`src/rtl/player_motion_tracker.sv`:
```
// Player motion tracker: averages accelerometer tilt and, once per frame,
// integrates it into a clamped on-screen player centre for the VGA block.
module player_motion_tracker #(
    parameter int WIDTH     = 640,
    parameter int HEIGHT    = 480,
    parameter int HALF_SIZE = 20,
    parameter int DEADZONE  = 64,
    parameter int VEL_SHIFT = 5,
    parameter int MAX_VEL   = 8
) (
    input  logic        clk_25mHz,
    input  logic        reset,
    input  logic        sample_valid,
    output logic        sample_ready,
    input  logic [11:0] accel_raw_x,
    input  logic [11:0] accel_raw_y,
    input  logic        frame_tick,
    input  logic [31:0] game_state,
    input  logic        recenter,
    output logic [31:0] player_x,
    output logic [31:0] player_y,
    output logic        pos_valid
);

    typedef enum logic [1:0] {TRACK, CALC, APPLY} state_t;

    localparam logic signed [11:0] X_CTR = 12'(WIDTH / 2);
    localparam logic signed [11:0] Y_CTR = 12'(HEIGHT / 2);
    localparam logic signed [11:0] X_MIN = 12'(HALF_SIZE);
    localparam logic signed [11:0] X_MAX = 12'(WIDTH - 1 - HALF_SIZE);
    localparam logic signed [11:0] Y_MIN = 12'(HALF_SIZE);
    localparam logic signed [11:0] Y_MAX = 12'(HEIGHT - 1 - HALF_SIZE);
    localparam logic signed [11:0] DZ    = 12'(DEADZONE);
    localparam logic signed [11:0] VMAX  = 12'(MAX_VEL);

    state_t state, state_nx;

    logic signed [11:0] hist_x [4];
    logic signed [11:0] hist_y [4];
    logic signed [11:0] vel_x, vel_y;
    logic signed [11:0] pos_x, pos_y;
    logic signed [11:0] calc_vx, calc_vy;
    logic signed [11:0] next_x, next_y;

    logic running;
    logic accept;
    logic unused_gs;

    assign running   = |game_state[1:0];
    assign accept    = sample_valid && sample_ready && !recenter;
    assign unused_gs = ^game_state[31:2];

    assign player_x = {20'd0, pos_x};
    assign player_y = {20'd0, pos_y};

    // Averaged tilt -> dead-zoned, shifted and saturated velocity.
    function automatic logic signed [11:0] tilt_vel(
        input logic signed [11:0] a,
        input logic signed [11:0] b,
        input logic signed [11:0] c,
        input logic signed [11:0] d
    );
        logic signed [13:0] sum;
        logic signed [11:0] avg;
        logic signed [11:0] v;
        sum = {{2{a[11]}}, a} + {{2{b[11]}}, b}
            + {{2{c[11]}}, c} + {{2{d[11]}}, d};
        avg = sum[13:2];
        if (avg > -DZ && avg < DZ) v = '0;
        else v = avg >>> VEL_SHIFT;
        if (v > VMAX) v = VMAX;
        else if (v < -VMAX) v = -VMAX;
        return v;
    endfunction

    function automatic logic signed [11:0] clamp(
        input logic signed [11:0] p,
        input logic signed [11:0] lo,
        input logic signed [11:0] hi
    );
        if (p < lo) return lo;
        if (p > hi) return hi;
        return p;
    endfunction

    // Per-axis velocity from history and clamped next position.
    always_comb begin
        calc_vx = tilt_vel(hist_x[0], hist_x[1], hist_x[2], hist_x[3]);
        calc_vy = tilt_vel(hist_y[0], hist_y[1], hist_y[2], hist_y[3]);
        next_x  = clamp(pos_x + vel_x, X_MIN, X_MAX);
        next_y  = clamp(pos_y + vel_y, Y_MIN, Y_MAX);
    end

    // State register.
    always_ff @(posedge clk_25mHz or negedge reset) begin
        if (!reset) state <= TRACK;
        else state <= state_nx;
    end

    // Next-state logic; recenter and idle always fall back to TRACK.
    always_comb begin
        state_nx = state;
        if (recenter || !running) begin
            state_nx = TRACK;
        end else begin
            unique case (state)
                TRACK:   if (frame_tick) state_nx = CALC;
                CALC:    state_nx = APPLY;
                APPLY:   state_nx = TRACK;
                default: state_nx = TRACK;
            endcase
        end
    end

    // Outputs decoded from state: history only moves while tracking.
    always_comb begin
        sample_ready = (state == TRACK);
    end

    // Sample history, velocity and position datapath.
    always_ff @(posedge clk_25mHz or negedge reset) begin
        if (!reset) begin
            for (int i = 0; i < 4; i++) begin
                hist_x[i] <= '0;
                hist_y[i] <= '0;
            end
            vel_x     <= '0;
            vel_y     <= '0;
            pos_x     <= X_CTR;
            pos_y     <= Y_CTR;
            pos_valid <= 1'b0;
        end else begin
            pos_valid <= 1'b0;
            if (recenter) begin
                for (int i = 0; i < 4; i++) begin
                    hist_x[i] <= '0;
                    hist_y[i] <= '0;
                end
                pos_x     <= X_CTR;
                pos_y     <= Y_CTR;
                pos_valid <= 1'b1;
            end else begin
                if (accept) begin
                    for (int i = 3; i > 0; i--) begin
                        hist_x[i] <= hist_x[i-1];
                        hist_y[i] <= hist_y[i-1];
                    end
                    hist_x[0] <= accel_raw_x;
                    hist_y[0] <= accel_raw_y;
                end
                if (!running) begin
                    pos_x <= X_CTR;
                    pos_y <= Y_CTR;
                end else if (state == CALC) begin
                    vel_x <= calc_vx;
                    vel_y <= calc_vy;
                end else if (state == APPLY) begin
                    pos_x     <= next_x;
                    pos_y     <= next_y;
                    pos_valid <= 1'b1;
                end
            end
        end
    end

endmodule

```
`config.mk`:
```
export PLATFORM = sky130hd
export DESIGN_NAME = player_motion_tracker
export DESIGN_NICKNAME = d
export VERILOG_FILES = /design/src/rtl/player_motion_tracker.sv
export SDC_FILE = /design/constraint.sdc
export NUM_CORES = 1
export LEC_CHECK = 0
export ABC_AREA = 1
export BUFFER_PORTS_ARGS = -buffer_cell sky130_fd_sc_hd__buf_2
export CAP_MARGIN = 15
export CORE_ASPECT_RATIO = 1.2
export CORE_MARGIN = 8
export CORE_UTILIZATION = 41
export CTS_BUF_LIST = sky130_fd_sc_hd__clkbuf_16
export CTS_CLUSTER_SIZE = 14
export DETAILED_ROUTE_END_ITERATION = 16
export PLACE_DENSITY = 0.69
export SYNTH_ARGS = -nofsm -noshare
export SYNTH_HDL_FRONTEND = slang
export SYNTH_SLANG_ARGS = --single-unit
```
`constraint.sdc`:
```
create_clock -name clk_25mHz -period 4.1 [get_ports clk_25mHz]
set_input_delay 0.82 -clock clk_25mHz [delete_from_list [all_inputs] [get_ports clk_25mHz]]
set_output_delay 0.82 -clock clk_25mHz [all_outputs]
set_load 0.02 [all_outputs]
```
==> results.cfg <==
[global_route]
grt_pass1_vias = 8258
grt_pass1_wl_um = 38400
antenna_found_initial = 0
globalRouteTotalUtil_pct = 15.2
grt_max_degree = 102
gr-total-overflow = 0

[floorplanning]
rows = 63
core-area_um2 = 24500
dieArea_um2 = 30100
start_util_pct = 41.4
die_w_um = 160
pin_count = 127
die_y_um = 188

[clocking]
cts.sinks = 137
cts_tree = yes
cts_hold_buf = 0
ctsRootBufferMaster = clkbuf_16
cts-resized-gates = 0
clkLatencyLatePin_ns = 0.43
htree_levels = 4
cts_made_buffers = 17
clock_path_buffers = 2
post-cts-setup-buffers = 0
path_clk_slew_ns = 0.06

[final_layout]
final_nets = 1556
syn_to_final_growth_pct = 10.4
multi_input_area_um2 = 5430
final_cells = 1737
antennaDiodeCount = 0
nFillCells = 2489
ff_latch_area_um2 = 3440
drive_gt1_share_pct = 9.84

[sta]
hold_viol_final = 0
min_period_ns = 3.44
setup_tns_ns = 0
relSlewSlack_pct = 27.1
slew_viol_final = 0
fin_crit_sh_pct = 83.8
setup_viol = 0
fmax_mhz = 291
rsz0062_at_grt = false
worst_pin_slew_ns = 1.09
clock_skew_ns = 0.0124

[yosys]
seq_area_frac_synth_pct = 33.9
postSynthCellCount = 1352
yosysTopAreaCellShare_pct = 32.3
yosysMostFrequentCell = nand2_1
syn_area_per_cell_um2 = 7.51
synth_flop_cell = dfrtp_1
yosys-top-cells-area = dfrtp_1 32%, nand2_1 11%, fa_1 10%, inv_1 9.8%, nand3_1 8.4%
async_reset_ff_share_pct = 100
ys_ff_latch = 137
synth_area_um2 = 10100
synthTopCellsByCount = 302 x nand2_1, 264 x inv_1, 170 x nand3_1
ys_types = 41
synth_edf_count = 0
yosysTopAreaCell = dfrtp_1
ys.warnings.count = 0

[critical_path]
worstSetupStartpointType = flip-flop
r2r_slack_ns = 0.66
r2r_cells = 17
cp.required_ns = 4.46
worstSetupEndpointType = flip-flop
critical_path_class = flip-flop to flip-flop
path_max_fanout = 4
crit_path_start = hist_x[13]
arrival_ns = 3.79
r2r_end = vel_x[0]
crit_path_end = vel_x[0]
r2r_start = hist_x[13]

[power]
p_per_area_nw_per_um2 = 362
leakagePower_uw = 0.00585
ir_worst_vdd_uv = 309

[drt]
drc_errors = 0
detail-route-antenna-nets = 0
first_pass_iters = 5
first_iter_violations = 472
drt-total-wl_um = 21700
wl_per_cell_um = 12.5
num_vias = 8275
via_per_inst = 4.76

[flow_run]
maxCapViolCount = 0

[worst_hold_path]
hp-class = input port to asynchronous set/reset pin

[placed_design]
place_congestion = 0.906
dp.cells = 1705
numPortBuffers = 56
post-dp-hpwl_um = 16500

[status]
status = complete, no violations
==> flip-flops by register name, summed over array words and instances, names as in the netlist <==
| register | flops |
|---|---|
| pos_valid | 1 |
| state | 2 |
| hist_x | 48 |
| vel_y | 7 |
| pos_x | 12 |
| hist_y | 48 |
| pos_y | 12 |
| vel_x | 7 |
==> worst min path at each step <==
stage                            end  slack [ns]  cells after the start
after global routing      hist_y[25]        0.52                      1
after floorplan             vel_y[0]        0.45                      2
after detailed placement    vel_y[0]        0.47                      2
after CTS                  hist_y[1]        0.48                      1
final                     hist_y[13]        0.44                      1
after global placement      vel_x[2]        0.47                      2
==> critical path: stages (launching register included) <==
cell	delay, ns
dfrtp_1	0.34
inv_1	0.07
fa_1	0.50
inv_1	0.05
fa_1	0.43
nand2_1	0.12
nor2_4	0.05
fa_1	0.43
nand3_1	0.11
nand3_1	0.16
a21oi_1	0.21
xor2_1	0.24
nand3_1	0.14
nand3_2	0.12
nand2_1	0.05
nor2_1	0.16
nand3_1	0.11
nand2_1	0.07
==> per-stage QoR <==
| step | util, % | setup WS [ns] | hold slack (ns) | total power (µW) | instance area [µm²] |
|---|---|---|---|---|---|
| floorplan | - | 0.969 | 0.453 | 2330 | 10300 |
| global placement | 43.3 | 0.705 | 0.467 | 2530 | 10600 |
| detailed placement | 43.3 | 0.653 | 0.475 | 2550 | 10600 |
| CTS | 45.7 | 0.626 | 0.477 | 4100 | 11200 |
| global route | 45.7 | 0.329 | 0.517 | 4320 | 11200 |
| finish | 45.7 | 0.663 | 0.441 | 4060 | 11200 |
==> report_power, final <==
group          total (µW)  leakage [µW]  switching, µW  internal (µW)
Sequential           1470       0.00186           51.9           1420
Clock                1530      0.000281            588            944
Combinational        1050       0.00370            709            345
==> cell type report <==
type	instances	share of cell area, %
Timing Repair Buffer	62	3.07
Clock buffer	17	3.80
Tap cell	325	3.63
Clock inverter	15	1.43
Inverter	267	8.95
Sequential cell	137	30.7
Multi-Input combinational cell	914	48.5
==> placed cells by master (no fill, tap or decap), types with 4 or more instances in the layout <==
cell        synthesis  layout
a21oi_1            31      31
a21oi_2             4       4
buf_2               1      55
buf_4              40       5
clkbuf_16           0      17
clkinv_2            0       5
clkinvlp_4          0       4
conb_1              1      40
dfrtp_1           131     131
dfstp_2             6       6
fa_1               52      52
ha_1               44      44
inv_1             264     264
nand2_1           302     301
nand2_2            14      15
nand3_1           170     170
nand3_2             4       4
nand4_1            17      17
nor2_1             71      71
nor2_2              6       6
nor3_1              8       8
o21ai_0           103     103
o31ai_1             4       4
xnor2_1             8       8
xor2_1             14      14
==> cells by family (layout without fill, tap and decap cells) <==
kind of cell             after synthesis  count (layout)  synth area share [%]
AO/OA/AOI/OAI                        149             149                  7.74
XOR/XNOR                              24              24                  2.22
adder cells (fa/ha/maj)               96              96                  15.7
buffers and inverters                340             361                  14.1
flip-flops                           137             137                  33.9
other                                  1              40                0.0370
AND/OR/NAND/NOR                      605             605                  26.4
==> per-layer routing <==
layer  global-route usage, %  wire (µm)  vias up
li1                        -          -     4242
met4                    5.27        310        0
met2                    25.5      10400      122
met3                    3.23        949       18
met5                       0          0        -
met1                    19.1      10000     3893
No activity file was read; power rests on OpenSTA's default activity.
